## config.mk

```make
export PLATFORM = sky130hd
export DESIGN_NAME = serial_addsub_flat
export DESIGN_NICKNAME = d
export VERILOG_FILES = /design/src/rtl/serial_addsub_if.sv /design/src/rtl/serial_addsub.sv /design/src/flat_wrapper.sv
export SDC_FILE = /design/constraint.sdc
export NUM_CORES = 1
export LEC_CHECK = 0
export CAP_MARGIN = 20
export CELL_PAD_IN_SITES_DETAIL_PLACEMENT = 1
export CELL_PAD_IN_SITES_GLOBAL_PLACEMENT = 1
export CORE_ASPECT_RATIO = 0.7
export CORE_MARGIN = 2
export CORE_UTILIZATION = 30
export CTS_CLUSTER_DIAMETER = 80
export DETAILED_ROUTE_END_ITERATION = 6
export PLACE_DENSITY = 0.57
export REMOVE_ABC_BUFFERS = 1
export SLEW_MARGIN = 20
export SYNTH_ARGS = -nofsm -noshare
export SYNTH_HDL_FRONTEND = slang
export SYNTH_SLANG_ARGS = --single-unit
```

## constraint.sdc

```tcl
create_clock -name clk -period 3 [get_ports clk]
set_input_delay 0.3 -clock clk [delete_from_list [all_inputs] [get_ports clk]]
set_output_delay 0.3 -clock clk [all_outputs]
set_load 0.01 [all_outputs]
```

## src/rtl/serial_addsub_if.sv

```systemverilog
// Operand/result handshake bundle for serial_addsub.
// The slave modport is the arithmetic unit and the master modport is the producer/consumer side.
interface serial_addsub_if #(
  parameter int unsigned WIDTH = 8
);
  logic             in_valid;
  logic             in_ready;
  logic [WIDTH-1:0] a;
  logic [WIDTH-1:0] b;
  logic [1:0]       op;
  logic             out_valid;
  logic             out_ready;
  logic [WIDTH-1:0] result;
  logic             carry;
  logic             overflow;

  modport master (
    output in_valid, a, b, op, out_ready,
    input  in_ready, out_valid, result, carry, overflow
  );

  modport slave (
    input  in_valid, a, b, op, out_ready,
    output in_ready, out_valid, result, carry, overflow
  );
endinterface

```

## src/rtl/serial_addsub.sv

```systemverilog
// Digit-serial two's-complement add/sub/neg/abs unit with one shared DIGIT-bit adder slice.
// Defining SERIAL_ADDSUB_SAT_EN saturates the result on signed overflow.
module serial_addsub #(
  parameter int unsigned WIDTH = 8,
  parameter int unsigned DIGIT = 1
) (
  input  logic           clk,
  input  logic           rst,
  serial_addsub_if.slave bus
);
  localparam int unsigned K  = WIDTH / DIGIT;
  localparam int unsigned CW = $clog2(K + 1);

  typedef enum logic [1:0] {IDLE, RUN, DONE} state_t;

  state_t           state_q, state_d;
  logic [WIDTH-1:0] x_q, x_d;
  logic [WIDTH-1:0] y_q, y_d;
  logic [WIDTH-1:0] acc_q, acc_d;
  logic [1:0]       op_q, op_d;
  logic             cy_q, cy_d;
  logic [CW-1:0]    cnt_q, cnt_d;
  logic [WIDTH-1:0] res_q, res_d;
  logic             carry_q, carry_d;
  logic             ovf_q, ovf_d;
  logic             ovalid_q, ovalid_d;

  logic [DIGIT-1:0] sum;
  logic             c, c_msb;
  logic [WIDTH-1:0] acc_shift;
  logic [WIDTH-1:0] final_res;

  assign bus.in_ready  = (state_q == IDLE) && !rst;
  assign bus.out_valid = ovalid_q;
  assign bus.result    = res_q;
  assign bus.carry     = carry_q;
  assign bus.overflow  = ovf_q;

  always_ff @(posedge clk or posedge rst) begin
    if (rst) begin
      state_q  <= IDLE;
      x_q      <= '0;
      y_q      <= '0;
      acc_q    <= '0;
      op_q     <= '0;
      cy_q     <= 1'b0;
      cnt_q    <= '0;
      res_q    <= '0;
      carry_q  <= 1'b0;
      ovf_q    <= 1'b0;
      ovalid_q <= 1'b0;
    end else begin
      state_q  <= state_d;
      x_q      <= x_d;
      y_q      <= y_d;
      acc_q    <= acc_d;
      op_q     <= op_d;
      cy_q     <= cy_d;
      cnt_q    <= cnt_d;
      res_q    <= res_d;
      carry_q  <= carry_d;
      ovf_q    <= ovf_d;
      ovalid_q <= ovalid_d;
    end
  end

  always_comb begin
    state_d  = state_q;
    x_d      = x_q;
    y_d      = y_q;
    acc_d    = acc_q;
    op_d     = op_q;
    cy_d     = cy_q;
    cnt_d    = cnt_q;
    res_d    = res_q;
    carry_d  = carry_q;
    ovf_d    = ovf_q;
    ovalid_d = ovalid_q;

    // Shared slice; c_msb keeps the carry into the slice's top bit for overflow.
    sum   = '0;
    c     = cy_q;
    c_msb = cy_q;
    for (int unsigned i = 0; i < DIGIT; i++) begin
      c_msb  = c;
      sum[i] = x_q[i] ^ y_q[i] ^ c;
      c      = (x_q[i] & y_q[i]) | (c & (x_q[i] ^ y_q[i]));
    end
    acc_shift = (acc_q >> DIGIT) | (WIDTH'(sum) << (WIDTH - DIGIT));

    final_res = acc_shift;
`ifdef SERIAL_ADDSUB_SAT_EN
    if (c ^ c_msb) begin
      final_res = acc_shift[WIDTH-1] ? {1'b0, {(WIDTH-1){1'b1}}}
                                     : {1'b1, {(WIDTH-1){1'b0}}};
    end
`endif

    unique case (state_q)
      IDLE: begin
        if (bus.in_valid) begin
          x_d     = bus.a;
          y_d     = bus.b;
          op_d    = bus.op;
          cnt_d   = '0;
          state_d = RUN;
        end
      end
      RUN: begin
        cnt_d = cnt_q + CW'(1);
        // Count 0 turns the captured a/b into (x, y, cin); counts 1..K add digits.
        if (cnt_q == '0) begin
          unique case (op_q)
            2'b00: cy_d = 1'b0;
            2'b01: begin y_d = ~y_q; cy_d = 1'b1; end
            2'b10: begin x_d = '0; y_d = ~x_q; cy_d = 1'b1; end
            default: begin
              if (x_q[WIDTH-1]) begin
                x_d = '0; y_d = ~x_q; cy_d = 1'b1;
              end else begin
                y_d = '0; cy_d = 1'b0;
              end
            end
          endcase
        end else begin
          x_d   = x_q >> DIGIT;
          y_d   = y_q >> DIGIT;
          cy_d  = c;
          acc_d = acc_shift;
          if (cnt_q == CW'(K)) begin
            state_d  = DONE;
            ovalid_d = 1'b1;
            carry_d  = c;
            ovf_d    = c ^ c_msb;
            res_d    = final_res;
          end
        end
      end
      DONE: begin
        if (bus.out_ready) begin
          state_d  = IDLE;
          ovalid_d = 1'b0;
        end
      end
      default: state_d = IDLE;
    endcase
  end
endmodule

```

## src/flat_wrapper.sv

```systemverilog
// flat-port wrapper written by rule: the top's interface ports become plain ports
module serial_addsub_flat 
#(
  parameter int unsigned WIDTH = 8,
  parameter int unsigned DIGIT = 1
)
  (clk, rst, bus_in_valid, bus_a, bus_b, bus_op, bus_out_ready, bus_in_ready, bus_out_valid, bus_result, bus_carry, bus_overflow);
  serial_addsub_if #(.WIDTH(WIDTH)) bus_i ();
  input  logic clk;
  input  logic rst;
  input wire logic [$bits(bus_i.in_valid)-1:0] bus_in_valid;
  input wire logic [$bits(bus_i.a)-1:0] bus_a;
  input wire logic [$bits(bus_i.b)-1:0] bus_b;
  input wire logic [$bits(bus_i.op)-1:0] bus_op;
  input wire logic [$bits(bus_i.out_ready)-1:0] bus_out_ready;
  output wire logic [$bits(bus_i.in_ready)-1:0] bus_in_ready;
  output wire logic [$bits(bus_i.out_valid)-1:0] bus_out_valid;
  output wire logic [$bits(bus_i.result)-1:0] bus_result;
  output wire logic [$bits(bus_i.carry)-1:0] bus_carry;
  output wire logic [$bits(bus_i.overflow)-1:0] bus_overflow;
  assign bus_i.in_valid = bus_in_valid;
  assign bus_i.a = bus_a;
  assign bus_i.b = bus_b;
  assign bus_i.op = bus_op;
  assign bus_i.out_ready = bus_out_ready;
  assign bus_in_ready = bus_i.in_ready;
  assign bus_out_valid = bus_i.out_valid;
  assign bus_result = bus_i.result;
  assign bus_carry = bus_i.carry;
  assign bus_overflow = bus_i.overflow;
  serial_addsub #(.WIDTH(WIDTH), .DIGIT(DIGIT)) u_core (.clk(clk), .rst(rst), .bus(bus_i));
endmodule
```

# Word level (Yosys, flattened, before mapping)

Cells that the tools add are included.

Input bits: 22
Output and inout port bits: 12
Register bits after elaboration: 44
Word-level logic and storage cells: 77

Muxes and demuxes: 24
Reduce and logical (&&, ||, !) cells: 18
Add/subtract/negate cells: 1
Bitwise gates (word level): 10
Equal/unequal tests: 12

Operator list:

| kind                                                 | count |
|---|---|
| case mux 8 bit (2 select lines)                      | 3 |
| 2-to-1 mux 8 bit                                     | 5 |
| case mux 8 bit (3 select lines)                      | 1 |
| inverter 8 bit                                       | 2 |
| AND reduction 4 bit                                  | 3 |
| AND reduction 3 bit                                  | 3 |
| 2-to-1 mux 2 bit                                     | 4 |
| bitwise OR 7 x 8 -> 8 bit                            | 1 |
| case mux 4 bit (2 select lines)                      | 1 |
| 2-to-1 mux 7 bit                                     | 1 |
| != test 2 bit (second input constant)                | 3 |
| != test 3 bit (second input constant)                | 2 |
| case mux 2 bit (3 select lines)                      | 1 |
| AND reduction 2 bit                                  | 3 |
| 2-to-1 mux 1 bit                                     | 5 |
| adder 4 x 1 -> 4 bit (second input constant)         | 1 |
| equality test 2 x 1 -> 1 bit (second input constant) | 2 |
| equality test 2 bit (second input constant)          | 2 |
| equality test 4 bit (second input constant)          | 1 |
| zero test 2 bit                                      | 2 |
| zero test 4 bit                                      | 1 |
| 2-to-1 mux 4 bit                                     | 1 |
| != test 4 x 3 -> 1 bit (second input constant)       | 1 |
| case mux 1 bit (2 select lines)                      | 2 |
| 9 further kinds                                      | 14 |

# Longest topological paths before layout

Depth after elaboration: 5
Depth in mapped cells: 8

# Worst setup path after synthesis

OpenSTA, ideal clock, no wires.

Path type: register -> register
From: register u_core.cnt_q[0]
To: register u_core.x_q[2]
Stages on the path, launching flop included: 8
Slack: 1367 ps
Library setup time: 125 ps
Arrival: 1508 ps
Data required time: 2875 ps
Cells stage by stage: dfrtp_1 inv_1 ha_1 nor3b_4 nor2_2 buf_6 a22o_1 mux2_4

Word-level cells in the longest chain between the ends: 3
Elaborated cells between the ends (all ways): 6

RTL lines:

| item                                                                                    | line                 | source |
|---|---|---|
| start: declaration                                                                      | serial_addsub.sv:22  | `logic [CW-1:0] cnt_q, cnt_d;` |
| start signal: assignment                                                                | serial_addsub.sv:59  | `cnt_q <= cnt_d;` |
| zero test 4 bit *                                                                       | serial_addsub.sv:112 | `if (cnt_q == '0) begin` |
| != test 4 x 3 -> 1 bit (no line), or another cell as far along                          | --                   |  |
| AND reduction 4 bit (no line) / case mux 8 bit (2 select lines) (equally long branches) | --                   |  |
| end signal: assignment                                                                  | serial_addsub.sv:42  | `x_q <= '0;` |
| end signal: assignment                                                                  | serial_addsub.sv:54  | `x_q <= x_d;` |
| end: declaration                                                                        | serial_addsub.sv:17  | `logic [WIDTH-1:0] x_q, x_d;` |

Every way passes the cells marked *; elsewhere a longest branch is shown, timed or not.
A chain may end at the register's enable or synchronous reset.

# Worst setup path in the final report

From: register u_core.state_q[0]
To: register u_core.acc_q[6]

Word-level cells in the longest chain between the ends: 2

RTL lines:

| item                          | line                | source |
|---|---|---|
| start: declaration            | serial_addsub.sv:16 | `state_t state_q, state_d;` |
| start signal: assignment      | serial_addsub.sv:53 | `state_q <= state_d;` |
| equality test 2 x 1 -> 1 bit  | serial_addsub.sv:99 | `unique case (state_q)` |
| AND reduction 2 bit (no line) | --                  |  |
| end signal: assignment        | serial_addsub.sv:44 | `acc_q <= '0;` |
| end signal: assignment        | serial_addsub.sv:56 | `acc_q <= acc_d;` |
| end: declaration              | serial_addsub.sv:19 | `logic [WIDTH-1:0] acc_q, acc_d;` |

Every way passes these cells.

==> impl_metrics.yaml <==
routing:
  drc: 0
  wire_per_inst_um: 14.8
  first_pass_iters: 4
  vias: 1597
  drt_iter0_markers: 44
  drt-total-wl_um: 4890
  viasPerCell: 4.84
  drtAntennaViolNets: 0
clock_network:
  ctsHoldBuffers: 0
  post-cts-setup-buffers: 0
  clockBufferDepth: 2
  clkTransAtPathRegs_ns: 0.09
  cts_sinks: 43
  cts_tree: "built"
  cts_buffers: 5
  cts_resized: 0
  clkLatencyLatePin_ns: 0.30
  cts_root_buf: "clkbuf_8"
  h-tree-depth: 2
setup_path:
  crit_type: "reg -> reg"
  cp.arrival_ns: 2.28
  worstPathMaxFanout: 21
  endpoint_kind: "register"
  cp-start-kind: "register"
  required_ns: 3.18
global_route:
  antenna_found_initial: 0
  grt_use_total_pct: 13.3
  grt_max_degree: 44
  grt_pass1_wl_um: 8550
  grt_pass1_vias: 1660
  grt_overflow: 0
sta:
  hold_ws_ns: 0.475
  min_period_ns: 2.09
  clock_skew_ns: 0.0110
  finalSetupTns_ns: 0
  max_freq_mhz: 478
  hold_viol_final: 0
  slew_headroom_pct: 53.4
  tightestPinTransition_ns: 0.698
  period_share_pct: 69.7
  rsz0062_at_grt: "false"
  setup_viol: 0
  finalMaxSlewViolations: 0
synth:
  synth_top_area_share_pct: 48.3
  synthCells: 197
  avgSynthCellArea_um2: 11.3
  ys_types: 39
  seq_area_frac_synth_pct: 48.3
  synth_compound_area_share_pct: 17.2
  synth_seq_cells: 43
  synth_edf_count: 0
  synth.mux.area_fraction_pct: 13.7
  synth_top_family_by_area: "compound AO/OA/AOI/OAI gates"
  ys_top_cells_by_area: "dfrtp_1 (48%), mux2_2 (8.1%), mux2_4 (4.7%)"
  yosys_warnings: 0
  netlist_area_um2: 2230
  synth_top_cell_by_area: "dfrtp_1"
  synth_fa_ha_area_share_pct: 4.83
  synth_ff_type: "dfrtp_1"
  async_flop_share_pct: 100
  synth-simple-area-share_pct: 10.6
  synthXorXnorAreaFrac_pct: 0.393
die:
  die_w_um: 107
  die_area_um2: 8140
  core_area_um2: 7250
  ioPinCount: 34
  die_h_um: 76.1
  start_util_pct: 30.7
  std_cell_rows: 26
cells_and_area:
  final-seq-area_um2: 1080
  nets: 261
  drive_gt1_share_pct: 17.2
  finalCoreUtilization_pct: 37.9
  final_common_cell: "dfrtp_1"
  antenna_cells: 0
  multi_input_area_um2: 1040
  syn2layout_area_growth_pct: 23.6
  layout_common_cells: "dfrtp_1 (43), clkdlybuf4s50_1 (33), nand2_1 (19)"
  layout.cells.non_filler: 330
  fill_cells: 832
pwr:
  total_power_w: 0.00302
  leakagePower_nw: 1.16
  max-vdd-ir-drop_uv: 305
  power_density_nw_per_um2: 1100
status:
  status: "finished, final reports clean"
worst_hold_path:
  hp-class: "in -> async"
placement:
  placement.io_buffers: 33
  gp_congestion: 0.699
  dp_cells: 322
  dp_hpwl_um: 3420
flow_run:
  cap_violations: 0
worst max-delay path: stages (launching register included):
cell	delay (ns)
dfrtp_1	0.67
nand2b_1	0.10
buf_4	0.23
nor2_2	0.57
mux2_2	0.41
where the power goes:
| group | switching (W) | internal (W) | total, W |
|---|---|---|---|
| combinational | 0.000678 | 0.000784 | 0.00146 |
| sequential | 0.000240 | 0.000858 | 0.00110 |
| clock | 0.000213 | 0.000248 | 0.000462 |
| total | 0.00113 | 0.00189 | 0.00302 |
metrics by stage:
stage,cell area [µm²],setup slack [ns]
after floorplan,2150,0.901
after global placement,2640,0.902
after detailed placement,2640,0.878
after CTS,2750,0.876
after global routing,2750,0.689
final,2750,0.908
final cells by class:
cell class | instances | share of cell area (%)
inverter | 8 | 1.09
sequential | 43 | 39.1
tap | 98 | 4.46
clock inverter | 3 | 1.59
multi-input combinational | 135 | 37.9
clock buffer | 5 | 2.50
timing repair buffer | 38 | 13.4
layer usage:
layer / vias up / track usage, % / wire (µm) / share of wire [%]
met4: 0 / 3.51 / 56 / 1.1
met1: 783 / 19.4 / 2540 / 52
met2: 31 / 19.6 / 2110 / 43
met3: 7 / 3.34 / 185 / 3.8
met5: - / 0 / 0 / 0
li1: 776 / - / - / -
registers in the layout (all words and copies together) (netlist names):
name and cells:
u_core.acc_q 7, u_core.bus.carry 1, u_core.bus.out_valid 1, u_core.bus.overflow 1, u_core.bus.result 8, u_core.c_msb 1, u_core.cnt_q 4, u_core.op_q 2
u_core.state_q 2, u_core.x_q 8, u_core.y_q 8
cell usage after synthesis (2+ instances only):
cell type / count
a21oi_1: 2
a22o_1: 10
a31o_1: 2
a31oi_1: 8
buf_2: 3
buf_6: 4
clkbuf_1: 2
dfrtp_1: 43
ha_1: 7
inv_1: 8
mux2_2: 16
mux2_4: 7
mux2i_1: 2
nand2_1: 19
nand2b_1: 2
nor2_1: 17
nor2b_1: 3
nor3_1: 2
o211ai_1: 6
o21ai_0: 9
o221ai_1: 6
o22ai_1: 2
worst paths after layout:
kind	slack, ns	cells after the start	from	endpoint
worst min-delay path	0.48	3	rst	u_core.cnt_q[1]$_DFFE_PP0P_
max in group asynchronous	2.14	3	rst	u_core.cnt_q[3]$_DFFE_PP0P_
min in group clk	0.51	1	u_core.bus.carry$_DFFE_PP0P_	u_core.bus.carry$_DFFE_PP0P_
worst max register to register	0.91	4	u_core.state_q[0]$_DFFE_PP0P_	u_core.acc_q[6]$_DFFE_PP0P_
worst min register to register	0.51	1	u_core.bus.carry$_DFFE_PP0P_	u_core.bus.carry$_DFFE_PP0P_
worst max-delay path	0.91	4	u_core.state_q[0]$_DFFE_PP0P_	u_core.acc_q[6]$_DFFE_PP0P_
cell families (layout without fill, tap and decap cells):
logic type               Yosys count  after routing
multiplexers                      25             25
buffers and inverters             19             54
adder cells (fa/ha/maj)            8              8
flip-flops                        43             43
AND/OR/NAND/NOR                   50             50
XOR/XNOR                           1              1
AO/OA/AOI/OAI                     51             51
Power figures use the tool's default switching activity.
